`src/rtl/fetch_arb_pkg.sv`:
```
// Shared constants and helpers for the fetch arbiter slice.
// Default geometry, requester-ID width and requester-ID type.
package fetch_arb_pkg;

  localparam int N_REQ_DEF   = 4;
  localparam int A_S_DEF     = 8;
  localparam int D_S_DEF     = 32;
  localparam int MAX_OUT_DEF = 4;

  // Requester-ID width; a single requester still needs a 1-bit tag.
  function automatic int id_w(input int n);
    return (n > 1) ? $clog2(n) : 1;
  endfunction

  localparam int ID_W = id_w(N_REQ_DEF);

  typedef logic [ID_W-1:0] req_id_t;

endpackage

```
`src/rtl/fetch_arb_if.sv`:
```
// Requester, fetch-port and response bundle of the fetch arbiter.
// The slave modport is the arbiter's view; master is the surrounding logic.
interface fetch_arb_if
  import fetch_arb_pkg::*;
#(
  parameter int N_REQ   = N_REQ_DEF,
  parameter int A_S     = A_S_DEF,
  parameter int D_S     = D_S_DEF,
  parameter int MAX_OUT = MAX_OUT_DEF
);
  localparam int CNT_W = $clog2(MAX_OUT) + 1;

  logic [N_REQ-1:0]     req_vld;
  logic [N_REQ*A_S-1:0] req_addr;
  logic [N_REQ-1:0]     req_rdy;
  logic                 m_vld;
  logic [A_S-1:0]       m_addr;
  logic                 m_rdy;
  logic                 r_vld;
  logic [D_S-1:0]       r_pl;
  logic                 r_rdy;
  logic [N_REQ-1:0]     rsp_vld;
  logic [D_S-1:0]       rsp_pl;
  logic [N_REQ-1:0]     rsp_rdy;
  logic [CNT_W-1:0]     outstanding;
  logic                 err_orphan;

  modport slave (
    input  req_vld, req_addr, m_rdy, r_vld, r_pl, rsp_rdy,
    output req_rdy, m_vld, m_addr, r_rdy, rsp_vld, rsp_pl, outstanding, err_orphan
  );

  modport master (
    output req_vld, req_addr, m_rdy, r_vld, r_pl, rsp_rdy,
    input  req_rdy, m_vld, m_addr, r_rdy, rsp_vld, rsp_pl, outstanding, err_orphan
  );

endinterface

```
`src/rtl/fetch_tag_fifo.sv`:
```
// In-order tag FIFO holding the requester ID of each issued fetch.
// Pointers wrap naturally (DEPTH is a power of two); data array is not reset.
module fetch_tag_fifo #(
  parameter int DEPTH = 4,
  parameter int W     = 2
) (
  input  logic                       clk,
  input  logic                       rst,
  input  logic                       push,
  input  logic [W-1:0]               din,
  input  logic                       pop,
  output logic [W-1:0]               dout,
  output logic                       full,
  output logic                       empty,
  output logic [$clog2(DEPTH):0]     count
);
  localparam int PTR_W = $clog2(DEPTH);

  logic [W-1:0]     mem [DEPTH];
  logic [PTR_W-1:0] wr_ptr, rd_ptr;

  always_ff @(posedge clk) begin
    if (push) mem[wr_ptr] <= din;
  end

  always_ff @(posedge clk or posedge rst) begin
    if (rst) begin
      wr_ptr <= '0;
      rd_ptr <= '0;
      count  <= '0;
    end else begin
      if (push) wr_ptr <= wr_ptr + 1'b1;
      if (pop)  rd_ptr <= rd_ptr + 1'b1;
      case ({push, pop})
        2'b10:   count <= count + 1'b1;
        2'b01:   count <= count - 1'b1;
        default: count <= count;
      endcase
    end
  end

  assign dout  = mem[rd_ptr];
  assign full  = (count == (PTR_W+1)'(DEPTH));
  assign empty = (count == '0);

endmodule

```
`src/rtl/fetch_arb.sv`:
```
// Round-robin arbiter sharing one in-order fetch port among N_REQ requesters.
// Issued requester IDs are queued so returning payloads steer back to their owner.
module fetch_arb
  import fetch_arb_pkg::*;
#(
  parameter int N_REQ   = N_REQ_DEF,
  parameter int A_S     = A_S_DEF,
  parameter int D_S     = D_S_DEF,
  parameter int MAX_OUT = MAX_OUT_DEF
) (
  input  logic      clk,
  input  logic      rst,
  fetch_arb_if.slave bus
);
  localparam int IW    = id_w(N_REQ);
  localparam int CNT_W = $clog2(MAX_OUT) + 1;
  localparam logic [IW:0]   N_REQ_W = (IW+1)'(N_REQ);
  localparam logic [IW-1:0] LAST_ID = IW'(N_REQ - 1);

  logic [IW-1:0]    rr_ptr, gnt_idx, head;
  logic [N_REQ-1:0] gnt;
  logic             gnt_any;
  logic [A_S-1:0]   addr_arr [N_REQ];
  logic             full, empty, push, pop;
  logic [CNT_W-1:0] count;
  logic             err_orphan_q;

  // Search starts at rr_ptr and wraps; first valid requester wins.
  always_comb begin : grant
    logic [IW:0] idx;
    gnt     = '0;
    gnt_idx = '0;
    gnt_any = 1'b0;
    idx     = '0;
    for (int k = 0; k < N_REQ; k++) begin
      idx = {1'b0, rr_ptr} + (IW+1)'(k);
      if (idx >= N_REQ_W) idx = idx - N_REQ_W;
      if (!gnt_any && bus.req_vld[idx[IW-1:0]]) begin
        gnt_any              = 1'b1;
        gnt[idx[IW-1:0]]     = 1'b1;
        gnt_idx              = idx[IW-1:0];
      end
    end
  end

  always_comb begin
    for (int k = 0; k < N_REQ; k++) addr_arr[k] = bus.req_addr[k*A_S +: A_S];
  end

  // Full is judged on the registered count only, so r_vld never reaches m_vld.
  assign bus.m_vld   = ~rst & gnt_any & ~full;
  assign bus.m_addr  = gnt_any ? addr_arr[gnt_idx] : '0;
  assign bus.req_rdy = (rst | full | ~bus.m_rdy) ? '0 : gnt;
  assign push        = bus.m_vld & bus.m_rdy;

  // With no tag outstanding a returning payload is drained as an orphan.
  assign bus.r_rdy   = ~rst & (empty ? bus.r_vld : bus.rsp_rdy[head]);
  assign pop         = bus.r_vld & bus.r_rdy & ~empty;

  always_comb begin
    bus.rsp_vld = '0;
    if (!rst && bus.r_vld && !empty) bus.rsp_vld[head] = 1'b1;
  end

  assign bus.rsp_pl      = D_S'(bus.r_pl);
  assign bus.outstanding = count;
  assign bus.err_orphan  = err_orphan_q;

  always_ff @(posedge clk or posedge rst) begin
    if (rst) begin
      rr_ptr       <= '0;
      err_orphan_q <= 1'b0;
    end else begin
      if (push) rr_ptr <= (gnt_idx == LAST_ID) ? '0 : gnt_idx + 1'b1;
      if (bus.r_vld && empty) err_orphan_q <= 1'b1;
    end
  end

  fetch_tag_fifo #(
    .DEPTH (MAX_OUT),
    .W     (IW)
  ) u_tags (
    .clk   (clk),
    .rst   (rst),
    .push  (push),
    .din   (gnt_idx),
    .pop   (pop),
    .dout  (head),
    .full  (full),
    .empty (empty),
    .count (count)
  );

endmodule

```
`src/flat_wrapper.sv`:
```
// flat-port wrapper written by rule: the top's interface ports become plain ports
module fetch_arb_flat import fetch_arb_pkg::*;
#(
  parameter int N_REQ   = N_REQ_DEF,
  parameter int A_S     = A_S_DEF,
  parameter int D_S     = D_S_DEF,
  parameter int MAX_OUT = MAX_OUT_DEF
)
  (clk, rst, bus_req_vld, bus_req_addr, bus_m_rdy, bus_r_vld, bus_r_pl, bus_rsp_rdy, bus_req_rdy, bus_m_vld, bus_m_addr, bus_r_rdy, bus_rsp_vld, bus_rsp_pl, bus_outstanding, bus_err_orphan);
  fetch_arb_if #(.N_REQ(N_REQ), .A_S(A_S), .D_S(D_S), .MAX_OUT(MAX_OUT)) bus_i ();
  input  logic clk;
  input  logic rst;
  input wire logic [$bits(bus_i.req_vld)-1:0] bus_req_vld;
  input wire logic [$bits(bus_i.req_addr)-1:0] bus_req_addr;
  input wire logic [$bits(bus_i.m_rdy)-1:0] bus_m_rdy;
  input wire logic [$bits(bus_i.r_vld)-1:0] bus_r_vld;
  input wire logic [$bits(bus_i.r_pl)-1:0] bus_r_pl;
  input wire logic [$bits(bus_i.rsp_rdy)-1:0] bus_rsp_rdy;
  output wire logic [$bits(bus_i.req_rdy)-1:0] bus_req_rdy;
  output wire logic [$bits(bus_i.m_vld)-1:0] bus_m_vld;
  output wire logic [$bits(bus_i.m_addr)-1:0] bus_m_addr;
  output wire logic [$bits(bus_i.r_rdy)-1:0] bus_r_rdy;
  output wire logic [$bits(bus_i.rsp_vld)-1:0] bus_rsp_vld;
  output wire logic [$bits(bus_i.rsp_pl)-1:0] bus_rsp_pl;
  output wire logic [$bits(bus_i.outstanding)-1:0] bus_outstanding;
  output wire logic [$bits(bus_i.err_orphan)-1:0] bus_err_orphan;
  assign bus_i.req_vld = bus_req_vld;
  assign bus_i.req_addr = bus_req_addr;
  assign bus_i.m_rdy = bus_m_rdy;
  assign bus_i.r_vld = bus_r_vld;
  assign bus_i.r_pl = bus_r_pl;
  assign bus_i.rsp_rdy = bus_rsp_rdy;
  assign bus_req_rdy = bus_i.req_rdy;
  assign bus_m_vld = bus_i.m_vld;
  assign bus_m_addr = bus_i.m_addr;
  assign bus_r_rdy = bus_i.r_rdy;
  assign bus_rsp_vld = bus_i.rsp_vld;
  assign bus_rsp_pl = bus_i.rsp_pl;
  assign bus_outstanding = bus_i.outstanding;
  assign bus_err_orphan = bus_i.err_orphan;
  fetch_arb #(.N_REQ(N_REQ), .A_S(A_S), .D_S(D_S), .MAX_OUT(MAX_OUT)) u_core (.clk(clk), .rst(rst), .bus(bus_i));
endmodule
```
`config.mk`:
```
export PLATFORM = sky130hd
export DESIGN_NAME = fetch_arb_flat
export DESIGN_NICKNAME = d
export VERILOG_FILES = /design/src/rtl/fetch_arb_pkg.sv /design/src/rtl/fetch_arb_if.sv /design/src/rtl/fetch_tag_fifo.sv /design/src/rtl/fetch_arb.sv /design/src/flat_wrapper.sv
export SDC_FILE = /design/constraint.sdc
export NUM_CORES = 1
export LEC_CHECK = 0
export ABC_AREA = 1
export CAP_MARGIN = 20
export CORE_ASPECT_RATIO = 1.5
export CORE_MARGIN = 4
export CORE_UTILIZATION = 35
export CTS_BUF_LIST = sky130_fd_sc_hd__clkbuf_4 sky130_fd_sc_hd__clkbuf_8
export CTS_CLUSTER_SIZE = 12
export DETAILED_ROUTE_END_ITERATION = 6
export MAX_ROUTING_LAYER = met4
export PLACE_DENSITY = 0.79
export SETUP_SLACK_MARGIN = 0.05
export SLEW_MARGIN = 20
export SYNTH_ARGS = -nofsm -noshare
export SYNTH_HDL_FRONTEND = slang
export SYNTH_SLANG_ARGS = --single-unit
```
`constraint.sdc`:
```
create_clock -name clk -period 2.9 [get_ports clk]
set_input_delay 0.58 -clock clk [delete_from_list [all_inputs] [get_ports clk]]
set_output_delay 0.58 -clock clk [all_outputs]
set_load 0.03 [all_outputs]
```
Word-level counts from Yosys, hierarchy flattened:

Memory sizes are Yosys's and may differ from the RTL's.
Index checks and enable logic that the tools add are counted.

* word-level logic and storage cells: 118
* RAM bits: 8
* output and inout port bits: 54
* memories: 1
* input bits: 76
* flip-flop bits (word level): 10

* bitwise operators: 16
* magnitude comparators: 15
* reductions and logical operators: 18
* equality and inequality tests: 4
* mux-type cells: 47
* add/sub/neg operators: 12

Memories
* u_core.u_tags.mem: depth 4, width 2, rd ports 1, clocked after memory_dff 0, wr ports 1, line fetch_tag_fifo.sv:19 `logic [W-1:0] mem [DEPTH];`

Operators by type and width (number)
* 4-bit two-way mux: 6
* 8-bit two-way mux: 3
* 2-bit two-way mux: 9
* 1-bit two-way mux: 17
* 8-bit binary-select mux with 2-bit select: 1
* 2-bit by 3-bit < comparator with 1-bit output, second input constant: 5
* 3-bit >= comparator, second input constant: 4
* 4-bit OR: 3
* 1-bit logical AND: 11
* 1-bit binary-select mux with 2-bit select: 5
* 1-bit demux with 2-bit select: 5
* 2-bit by 1-bit >= comparator with 1-bit output, second input constant: 5
* 2-bit by 1-bit subtractor with 2-bit output, second input constant: 4
* 2-bit by 1-bit adder with 2-bit output, second input constant: 3
* 2-bit by 2-bit adder with 3-bit output, second input constant: 2
* 1-bit AND: 6
* 3-bit one-hot mux with 2 select lines: 1
* 1-bit zero test: 5
* 2-bit equality test, second input constant: 2
* 1-bit NOT: 4
* 2-bit by 1-bit adder with 3-bit output, second input constant: 1
* 3-bit by 1-bit adder with 3-bit output, second input constant: 1
* 3-bit equality test, second input constant: 1
* 2-bit by 3-bit >= comparator with 1-bit output, second input constant: 1
* 6 further kinds: 7

Logic depth before layout (Yosys ltp):

Gate-level depths: netlist of the first run.

* depth in word-level cells: 19
* mapped depth: 16

By module:

From an unflattened synthesis of the first run, not the netlist that was laid out.

* cell total of the unflattened synthesis: 310
* area, all modules: 2230.9 µm²

By module, submodules not included
* fetch_arb: area an instance 1482.7 µm², sequential area each 75.1 µm², cells an instance 237, instances 1
* fetch_tag_fifo: area an instance 748.2 µm², sequential area each 415.4 µm², cells an instance 73, instances 1

Least setup slack after synthesis of the first run:

Ideal clock, no wire load.

* kind: reg-to-output
* from: reg u_core.rr_ptr[0]
* to: out bus_m_addr[0]
* stages on the path, launching flop included: 15
* setup slack: -0.117 ns
* buffers on the path: 1
* arrival: 2.437 ns
* data required time: 2.320 ns
* path through: dfrtp_1 -> inv_2 -> ha_1 -> inv_1 -> nand3_1 -> nand2_2 -> inv_2 -> nand2_2 -> nand2_2 -> nand2_4 -> nand2_4 -> buf_6 -> nand2_1 -> nand3_1 -> a21oi_1

* word-level cells in the longest chain between the ends: 19
* elaborated cells between the ends (all ways): 42
* classes of those cells: 7 x add/sub; 4 x order compare; 24 x mux; 1 x bitwise; 6 x reduce/logical

RTL lines
* from (decl): line fetch_arb.sv:20 `logic [IW-1:0] rr_ptr, gnt_idx, head;`
* from (signal assigned): line fetch_arb.sv:74 `if (push) rr_ptr <= (gnt_idx == LAST_ID) ? '0 : gnt_idx + 1'b1;`
* parallel branches: the longest is 18 deep, another holds 2-bit by 1-bit adder with 3-bit output
* 8-bit two-way mux *: line fetch_arb.sv:52 `assign bus.m_addr = gnt_any ? addr_arr[gnt_idx] : '0;`
* to (decl): line flat_wrapper.sv:21 `output wire logic [$bits(bus_i.m_addr)-1:0] bus_m_addr;`

Every way passes the cells marked *. The select of a mux whose other input is x is not followed.

Worst setup path in the final report of the first run:

* from: in bus_req_vld[3]
* to: out bus_m_addr[5]

* word-level cells in the longest chain between the ends: 17
* elaborated cells between the ends (all ways): 27
* classes of those cells: 20 x mux; 1 x bitwise; 6 x reduce/logical

RTL lines
* from (decl): line flat_wrapper.sv:13 `input wire logic [$bits(bus_i.req_vld)-1:0] bus_req_vld;`
* 1-bit binary-select mux with 2-bit select: line fetch_arb.sv:38 `if (!gnt_any && bus.req_vld[idx[IW-1:0]]) begin`
* 1-bit two-way mux (implied by the code): line fetch_arb.sv:38
* 1-bit two-way mux: line fetch_arb.sv:38
* 1-bit zero test: line fetch_arb.sv:38
* 1-bit logical AND: line fetch_arb.sv:38
* 1-bit two-way mux: line fetch_arb.sv:38
* 1-bit zero test: line fetch_arb.sv:38
* 1-bit logical AND: line fetch_arb.sv:38
* 1-bit two-way mux: line fetch_arb.sv:38
* 1-bit zero test: line fetch_arb.sv:38
* 1-bit logical AND: line fetch_arb.sv:38
* 2-bit two-way mux: line fetch_arb.sv:38
* 2-bit NOT with 3-bit output (implied by the code): line fetch_arb.sv:52
* 8-bit binary-select mux with 2-bit select: line fetch_arb.sv:52
* 8-bit two-way mux (implied by the code) (2 in series): line fetch_arb.sv:52
* 8-bit two-way mux *: line fetch_arb.sv:52

Every way passes the cells marked *; elsewhere a longest branch is shown, timed or not. The select of a mux whose other input is x is not followed.

==> results of run 1 <==
## registers in the layout, summed over array words and instances (netlist names)
signal and count:
u_core.u_tags.mem 8, u_core.u_tags.count 3, u_core.rr_ptr 2, u_core.u_tags.rd_ptr 2
u_core.u_tags.wr_ptr 2, u_core.bus.err_orphan 1
## layout make-up
type,count,area [sq um],area share
multi-input combinational,186,1470,0.434
tap,72,90.1,0.0265
clock buffer,4,48.8,0.0144
timing repair inverter,1,8.76,0.00258
sequential,18,492,0.145
inverter,63,254,0.0748
timing repair buffer,107,1030,0.303
## path summary, 6_finish.rpt
path / startpoint / endpoint / slack (ns) / depth (start not counted)
max reg2reg: u_core.u_tags.rd_ptr[0]$_DFFE_PP0P_ / u_core.u_tags.count[2]$_DFFE_PP0P_ / 0.24 / 13
min in group asynchronous: rst / u_core.u_tags.wr_ptr[1]$_DFFE_PP0P_ / 0.81 / 4
max in group asynchronous: rst / u_core.u_tags.rd_ptr[0]$_DFFE_PP0P_ / 1.93 / 4
min reg2reg: u_core.bus.err_orphan$_DFFE_PP0P_ / u_core.bus.err_orphan$_DFFE_PP0P_ / 0.47 / 2
min: u_core.bus.err_orphan$_DFFE_PP0P_ / u_core.bus.err_orphan$_DFFE_PP0P_ / 0.47 / 2
max: bus_req_vld[3] / bus_m_addr[5] / -0.03 / 14
## kinds of logic after synthesis
logic type	count (synthesis)	share of synthesized area
and+or+nand+nor	140	0.345
buffers and inverters	99	0.243
AOI/OAI and AO/OA	28	0.0848
DFF	18	0.231
adders and majority gates	13	0.0800
xor gates and xnor gates	4	0.0165
## cells in the mapped netlist (8+ instances only)
| master | instances | area (sq um) |
|---|---|---|
| o21ai_0 | 8 | 40.0 |
| inv_1 | 59 | 221 |
| edfxtp_1 | 8 | 240 |
| nand2_2 | 9 | 56.3 |
| a21oi_1 | 10 | 50.1 |
| nand2_1 | 51 | 191 |
| buf_4 | 33 | 248 |
| ha_1 | 12 | 150 |
| nand3_1 | 40 | 200 |
| nand3b_1 | 8 | 60.1 |
| dfrtp_1 | 10 | 250 |
| nor2_1 | 12 | 45.0 |
## timing repair
item	CTS	global route
hold endpoints to repair	0	0
setup endpoints to repair	11	13
resized for setup	61	25
pin swaps	14	16
cloned	4	0
buffers inserted	6	5
## per-stage QoR
step           cells  setup WS (ns)  setup TNS [ns]  cell area, sq um   util
2_1_floorplan    302         0.0820               0              2220      -
3_3_place_gp     432         -0.292           -2.11              2880  0.491
3_5_place_dp     432         -0.341           -2.62              2880  0.491
4_1_cts          446        0.00469               0              3270  0.558
5_1_grt          451         -0.112          -0.793              3390  0.578
6_report         451        -0.0327         -0.0750              3390  0.578
## routing by layer
metal / vias to the layer above / track usage / share of wire
met5: - / - / 0
met4: 0 / 0.0781 / 0.038
met3: 22 / 0.0155 / 0.044
met2: 56 / 0.301 / 0.57
met1: 994 / 0.156 / 0.35
li1: 1084 / - / -
## cells in the final DEF, fill, tap and decap left out, drive strengths merged, types with 4 or more instances in the layout
| master | n |
|---|---|
| inv | 64 |
| nand2 | 63 |
| buf | 57 |
| nand3 | 44 |
| clkdlybuf4s50 | 43 |
| nor2 | 14 |
| ha | 12 |
| dfrtp | 10 |
| a21oi | 10 |
| o21ai | 10 |
| nand3b | 8 |
| edfxtp | 8 |
| clkbuf | 6 |
| nor3 | 5 |
| a22oi | 4 |
## worst register-to-register path: stages (launching register included)
cell	delay, ns
dfrtp_2	0.41
inv_1	0.09
or2_2	0.29
a32oi_2	0.25
inv_1	0.12
o21ai_1	0.14
nand2_1	0.13
nor2_4	0.15
ha_1	0.16
inv_1	0.06
fa_1	0.37
a21oi_1	0.15
o21ai_0	0.12
xnor2_1	0.13
==> impl_results.md, run 1 <==
- Status: complete, but fails checks
- Failing checks: setup timing
- Setup violations, final: 5
- Largest delay share family, worst path: buffers and inverters
- CP arrival: 2.35 ns
- Initial DRC count: 36
- GR Util All Layers: 0.157
- Number of global-route vias before repair: 2218
- Die width: 71.6 um
- Final WL: 6050 um
- Async SR Flop Fraction: 0.556
- Max-cap check violation count: 0
- CTS tree: built
- Post-synth EDFFs: 8
- Worst-margin pin slew: 0.310 ns
- Final Cycle Share: 1.01
- WS Path Type: in -> out
- Area growth, synth to finish: 59.7%
- Row Count: 34
- Synth Flop Type: dfrtp_1
- GRT overflow: 0
- Worst setup margin: -0.0327 ns
- CTS HTree Levels: 1
- Post-synthesis area per instance: 7.04 sq um
- Port Buffer Count: 65
- Worst min path class: reg -> reg
- RSZ-0062 raised after global routing: true
- CTS Buf Count: 3
- Drt drc: 0
- Post-synthesis cell count: 302
- Slowest stage delay, CP: 0.26 ns
- Clock-pin transition on the worst setup and hold timing paths: 0.06 ns
- Vias per cell: 4.78
- Hpwl dp: 4330 um
- Critical path endpoint category: output port
- Fin nets: 469
- Hold bufs inserted after CTS: 0
- Final Hold Viols: 0
- CP Max Fanout: 6
- Avg WL per Cell: 13.4 um
- Final max-slew violation count: 0
- Via count: 2156
- Share of layout cells above drive strength 1: 0.346
- Slew margin rel.: 0.793
- Worst Skew: 0.00692 ns
- Fillers: 506
- Ys Warns: 0
- Placer congestion estimate: 0.934
- IO Pins: 130
- Syn Std Cell Area: 2130 sq um
- Synth Net Count: 391
- Initial antenna violation count: 0
- CTS max path bufs: 2
- Core ar.: 5870 sq um
- Seq/Total Area, Yosys: 0.231
- Slowest CP cell: clkdlybuf4s15_1
- Antenna-violating nets left: 0
- Crit path required time: 2.32 ns
- Max Fclk: 0.341 GHz
- Num Clock Sinks: 18
- Die H: 103 um
- Die Area: 7410 sq um
- Crit path cell chain: clkdlybuf4s15_1 -> inv_1 -> nand2_1 -> nand3_2 -> nand2_4 -> inv_4 -> nand3_4 -> nor2_8 -> buf_6 -> o21ai_4 -> clkbuf_16 -> nand3_4 -> a21oi_4 -> buf_6
- Synth cell types: 36
- Starting Density: 0.362
- Startpoint types: primary input
- Min Hold Slack: 0.474 ns
- FF+latch count, synth: 18
- Tmin final: 2.93 ns
- ANT cells: 0
- Largest net degree at the start of global routing: 18
- Root Buffer: clkbuf_8
- First drt pass iteration count: 4
- Crit path buffers/inverters: 6
- First-pass GRT wire length: 9360 um
- Clk Latency, worst-skew pair: 0.25 ns
Power of run 1 is not shown: default switching activity piles up to over one toggle a cycle in this logic, so the estimate is an artifact.
==> inputs of run 2 (changes only) <==
--- a/config.mk
+++ b/config.mk
@@ -6,7 +6,7 @@
 export NUM_CORES = 1
 export LEC_CHECK = 0
 export ABC_AREA = 1
-export CAP_MARGIN = 20
+export CAP_MARGIN = 10
 export CORE_ASPECT_RATIO = 1.5
 export CORE_MARGIN = 4
 export CORE_UTILIZATION = 35
==> results of run 2 <==
Final layout, timing and power as in run 1 (identical DEF).
Power of run 2 is left out for the same reason.
